$ cat config.mk
export PLATFORM = sky130hd
export DESIGN_NAME = pointwise_add_seq_flat
export DESIGN_NICKNAME = d
export VERILOG_FILES = /design/src/rtl/pointwise_add_seq_if.sv /design/src/rtl/pointwise_add_seq.sv /design/src/flat_wrapper.sv
export SDC_FILE = /design/constraint.sdc
export NUM_CORES = 2
export LEC_CHECK = 0
export BUFFER_PORTS_ARGS = -buffer_cell sky130_fd_sc_hd__buf_2
export CORE_AREA = 2 2 306 308
export DETAILED_ROUTE_END_ITERATION = 10
export DIE_AREA = 0 0 308 310
export HOLD_SLACK_MARGIN = 0.15
export PLACE_DENSITY = 0.7
export SYNTH_ARGS = -nofsm -noshare
export SYNTH_HDL_FRONTEND = slang
export SYNTH_SLANG_ARGS = --single-unit
$ cat constraint.sdc
create_clock -name clk -period 11.36 [get_ports clk]
set_input_delay 2.272 -clock clk [delete_from_list [all_inputs] [get_ports clk]]
set_output_delay 2.272 -clock clk [all_outputs]
set_load 0.02 [all_outputs]
$ cat src/rtl/pointwise_add_seq_if.sv
// pointwise_add_seq_if: operand, length and result bundle for the sequential pointwise adder
`ifndef MAX_NEURONS
`define MAX_NEURONS 8
`endif
interface pointwise_add_seq_if #(
   parameter int N = `MAX_NEURONS,
   parameter int WIDTH = 32,
   parameter int LW = $clog2(N+1)
);
   logic start;
   logic [LW-1:0] length;
   logic [N-1:0][WIDTH-1:0] vector1;
   logic [N-1:0][WIDTH-1:0] vector2;
   logic [N-1:0][WIDTH-1:0] out;
   logic busy;
   logic done;
   logic overflow;
   modport master (output start, length, vector1, vector2, input out, busy, done, overflow);
   modport slave (input start, length, vector1, vector2, output out, busy, done, overflow);
endinterface

$ cat src/rtl/pointwise_add_seq.sv
// pointwise_add_seq: sequential saturating element-wise signed adder, one element per clock
`ifndef MAX_NEURONS
`define MAX_NEURONS 8
`endif
module pointwise_add_seq #(
   parameter int N = `MAX_NEURONS,
   parameter int WIDTH = 32,
   parameter int LW = $clog2(N+1)
) (
   input logic clk,
   input logic rst_n,
   pointwise_add_seq_if.slave bus
);
   typedef enum logic [1:0] {IDLE, RUN, DONE} state_t;
   state_t state;
   logic [N-1:0][WIDTH-1:0] v1, v2, out_r;
   logic [LW-1:0] len, idx, eff;
   logic [WIDTH-1:0] a, b, sat;
   logic [WIDTH:0] s;
   logic busy_r, done_r, ovf_r, accept, clamp, last;
   assign accept = bus.start && state != RUN;
   assign eff = bus.length > LW'(N) ? LW'(N) : bus.length;
   assign s = {a[WIDTH-1], a} + {b[WIDTH-1], b};
   assign clamp = s[WIDTH] ^ s[WIDTH-1];
   assign sat = clamp ? {s[WIDTH], {(WIDTH-1){~s[WIDTH]}}} : s[WIDTH-1:0];
   assign last = ({1'b0, idx} + (LW+1)'(1)) >= {1'b0, len};
   assign bus.out = out_r;
   assign bus.busy = busy_r;
   assign bus.done = done_r;
   assign bus.overflow = ovf_r;
   // select the latched operand pair addressed by idx
   always_comb begin
      a = '0;
      b = '0;
      for (int k = 0; k < N; k++) begin
         a = idx == LW'(k) ? v1[k] : a;
         b = idx == LW'(k) ? v2[k] : b;
      end
   end
   // control FSM and result registers; L == 0 still spends one RUN cycle
   always_ff @(posedge clk or negedge rst_n) begin
      if (!rst_n) begin
         state <= IDLE;
         v1 <= '0;
         v2 <= '0;
         out_r <= '0;
         len <= '0;
         idx <= '0;
         busy_r <= 1'b0;
         done_r <= 1'b0;
         ovf_r <= 1'b0;
      end else if (accept) begin
         state <= RUN;
         v1 <= bus.vector1;
         v2 <= bus.vector2;
         out_r <= '0;
         len <= eff;
         idx <= '0;
         busy_r <= 1'b1;
         done_r <= 1'b0;
         ovf_r <= 1'b0;
      end else if (state == RUN) begin
         if (idx < len) begin
            for (int k = 0; k < N; k++)
               if (idx == LW'(k)) out_r[k] <= sat;
            ovf_r <= ovf_r | clamp;
            idx <= idx + LW'(1);
         end
         if (last) begin
            state <= DONE;
            busy_r <= 1'b0;
            done_r <= 1'b1;
         end
      end else begin
         state <= IDLE;
         done_r <= 1'b0;
      end
   end
endmodule

$ cat src/flat_wrapper.sv
// flat-port wrapper written by rule: the top's interface ports become plain ports
module pointwise_add_seq_flat 
#(
   parameter int N = `MAX_NEURONS,
   parameter int WIDTH = 32,
   parameter int LW = $clog2(N+1)
)
  (clk, rst_n, bus_start, bus_length, bus_vector1, bus_vector2, bus_out, bus_busy, bus_done, bus_overflow);
  pointwise_add_seq_if #(.N(N), .WIDTH(WIDTH), .LW(LW)) bus_i ();
  input logic clk;
  input logic rst_n;
  input wire logic [$bits(bus_i.start)-1:0] bus_start;
  input wire logic [$bits(bus_i.length)-1:0] bus_length;
  input wire logic [$bits(bus_i.vector1)-1:0] bus_vector1;
  input wire logic [$bits(bus_i.vector2)-1:0] bus_vector2;
  output wire logic [$bits(bus_i.out)-1:0] bus_out;
  output wire logic [$bits(bus_i.busy)-1:0] bus_busy;
  output wire logic [$bits(bus_i.done)-1:0] bus_done;
  output wire logic [$bits(bus_i.overflow)-1:0] bus_overflow;
  assign bus_i.start = bus_start;
  assign bus_i.length = bus_length;
  assign bus_i.vector1 = bus_vector1;
  assign bus_i.vector2 = bus_vector2;
  assign bus_out = bus_i.out;
  assign bus_busy = bus_i.busy;
  assign bus_done = bus_i.done;
  assign bus_overflow = bus_i.overflow;
  pointwise_add_seq #(.N(N), .WIDTH(WIDTH), .LW(LW)) u_core (.clk(clk), .rst_n(rst_n), .bus(bus_i));
endmodule
==> results.yml <==
floorplan:
  die_area_um2: 95500
  io_pins: 778
  rows: 112
  chipHeight_um: 310
  core_area_um2: 92500
  die_x_um: 308
  initial_utilization_pct: 37.4
clock_tree:
  hold_buffers: 0
  clock_sinks: 780
  cts_buffer_depth: 3
  post-cts-setup-buffer-count: 0
  htree_levels: 3
  clk_pin_slew_worst_paths_ps: 60
  cts_buffers: 83
  clk_latency_ps: 660
  cts_tree: "yes"
  cts_root_buf: "clkbuf_16"
  ctsResizeCount: 0
layout:
  layout-drive-gt1-share_pct: 21.3
  fin_nets: 5175
  multi_input_comb_area_um2: 14100
  fillers: 8958
  syn_to_final_growth_pct: 22.3
  final-seq-area_um2: 19500
worst_hold_path:
  worstHoldPathType: "reg -> reg"
  hold_depth: 2
sta:
  tightestPinTransition_ps: 1220
  setup_viol: 0
  fin_crit_ps: 7310
  fin_worst_skew_ps: 37.1
  fmax_mhz: 137
  min_period_over_period_pct: 64.3
  slew_headroom_pct: 18.0
  hold_viol: 0
  fin_setup_tns_ps: 0
  rsz0062_at_grt: "false"
  slew_viol_final: 0
yosys:
  synth_area_um2: 34500
  ys.flop_type: "dfrtp_1"
  ys_ff_latch: 780
  ys_seq_area_share_pct: 56.5
  synth_edf_count: 0
  ys_warn_count: 0
  synth.distinct_cells: 54
  syn_nets: 4544
  async_reset_ff_share_pct: 100
  synthCells: 3980
  syn_avg_cell_area_um2: 8.68
global_route:
  grt_overflow: 0
  grt_pass1_vias: 30400
  antenna_found_initial: 31
  grt_max_degree: 198
  grt_pass1_wl_um: 195000
  grt_usage_pct: 27.6
worst_setup_path:
  timing_worst_setup_path_type: "reg -> reg"
  endpoint_kind: "flop"
  crit_cells: 15
  cp.required_ps: 11860
  r2r_slack_ps: 4050
  cp_cell_sequence: "nor2b_1, and2_4, buf_4, a311oi_1, a21oi_1, a21oi_1, ha_1, nand2_1, nor3_1, nand3_1, a21oi_1, a21o_1, mux2i_4, nand3_1, o21ai_0"
  arrival_ps: 7810
  worstSetupStartpointType: "flop"
  path_buf_inv: 1
  r2r_cells: 15
  path_delay_family: "simple AND/OR/NAND/NOR gates"
  crit_path_top_delay_cell: "nand3_1"
  cpMostUsedCell: "a21oi_1"
  crit_fanout: 71
  critPathMaxStageDelay_ps: 920
detailed_routing:
  drc: 0
  vias: 31700
  vias_per_cell: 5.39
  postRouteAntennaNets: 0
  wl_per_cell_um: 23.0
  drt_iter0_drc: 3256
  wirelength_um: 135000
  drt-pass1-iter-count: 6
placement:
  port_buffers: 777
  gp_congestion: 0.926
  hpwl_um: 97700
outcome:
  status: "finished, final reports clean"
flow_run:
  maxCapViolCount: 0
-- area by class of cell --
cell class              instances  share of cell area (%)
clock buffers                 119                    5.79
clock inverters                28                   0.770
repair buffers                821                    10.1
inverters                      10                  0.0889
multi-input cells            2915                    33.4
well taps                    1197                    3.55
diodes                         12                  0.0711
flip-flops and latches        780                    46.2
-- flip-flops by register name (all words and copies together), names as in the netlist --
signal / count
u_core.v2: 256
u_core.v1: 256
u_core.bus.overflow: 1
u_core.bus.done: 1
u_core.idx: 4
u_core.len: 4
u_core.bus.busy: 1
u_core.bus.out: 256
u_core.state: 1
-- kinds of logic after synthesis --
logic type,count (synthesis),share of synthesized area [%]
XOR/XNOR,32,0.811
adder cells (fa/ha/maj),45,1.65
AO/OA/AOI/OAI,771,14.5
multiplexers,18,0.616
AND/OR/NAND/NOR,2049,22.8
flip-flops,780,56.5
buffers and inverters,285,3.13
-- cell usage in the layout, fill, tap and decap left out, drive strengths merged, types with 65 or more instances in the layout --
cell type and n:
buf 821, clkbuf 119, a311oi 65, o211ai 77
o21ai 246, nand2 1790, nor2 182, a22oi 65
a21oi 180, dfrtp 780
-- worst paths after layout --
kind	start	endpoint
setup / recovery	u_core.idx[2]$_DFFE_PN0P_	u_core.bus.out[87]$_DFFE_PN0P_
hold / removal	u_core.bus.out[55]$_DFFE_PN0P_	u_core.bus.out[55]$_DFFE_PN0P_
setup reg to reg	u_core.idx[2]$_DFFE_PN0P_	u_core.bus.out[87]$_DFFE_PN0P_
hold reg to reg	u_core.bus.out[55]$_DFFE_PN0P_	u_core.bus.out[55]$_DFFE_PN0P_
max in group asynchronous	rst_n	u_core.v1[46]$_DFFE_PN0P_
min in group asynchronous	rst_n	u_core.bus.out[158]$_DFFE_PN0P_
-- synth_stat cells (all sizes together) (6+ instances only) --
cell type | count | area share, %
and3 | 10 | 0.18
nand2 | 1790 | 19
xor2 | 14 | 0.35
dfrtp | 780 | 56
nor2b | 6 | 0.11
a22oi | 65 | 1.4
a21o | 10 | 0.22
a31oi | 9 | 0.16
o211ai | 77 | 1.7
o21ai | 246 | 3.6
a221o | 64 | 1.9
inv | 10 | 0.11
ha | 44 | 1.6
a22o | 24 | 0.61
nand2b | 9 | 0.16
nand3 | 18 | 0.29
nor2 | 182 | 2.0
xnor2 | 18 | 0.46
clkbuf | 249 | 2.7
a211oi | 6 | 0.13
nand4 | 9 | 0.16
mux2 | 16 | 0.52
buf | 26 | 0.31
a311oi | 65 | 1.6
and2 | 9 | 0.16
a21oi | 180 | 2.6
o21a | 10 | 0.22
-- worst reg2reg max path, cell delays in order (launching register included) --
cell and delay, ps:
dfrtp_1 470, nor2b_1 710, and2_4 860, buf_4 790, a311oi_1 210, a21oi_1 180, a21oi_1 110, ha_1 450
nand2_1 160, nor3_1 310, nand3_1 170, a21oi_1 280, a21o_1 390, mux2i_4 610, nand3_1 930, o21ai_0 540
-- per-stage QoR --
stage | cell area (um2) | std cells | hold slack (ps) | worst slack (ps) | utilization, %
final | 42200 | 5882 | 472 | 4050 | 45.7
after floorplan | 34500 | 3980 | 446 | 6460 | -
after global routing | 42200 | 5876 | 484 | 3600 | 45.7
after detailed placement | 39400 | 5723 | 462 | 4100 | 42.6
after global placement | 39400 | 5723 | 456 | 4320 | 42.6
after CTS | 42200 | 5870 | 477 | 4070 | 45.6
-- layer usage --
layer	GRT usage (%)	routed length [um]	vias up
met5	0	156	-
met4	12.2	5830	24
met3	5.87	11900	272
met2	43.7	62100	1559
met1	36.5	55000	15400
li1	-	-	14500
Power is left out: the tool's default activity adds up to more than one toggle a clock period on the data nets, which glitch-free logic cannot reach.
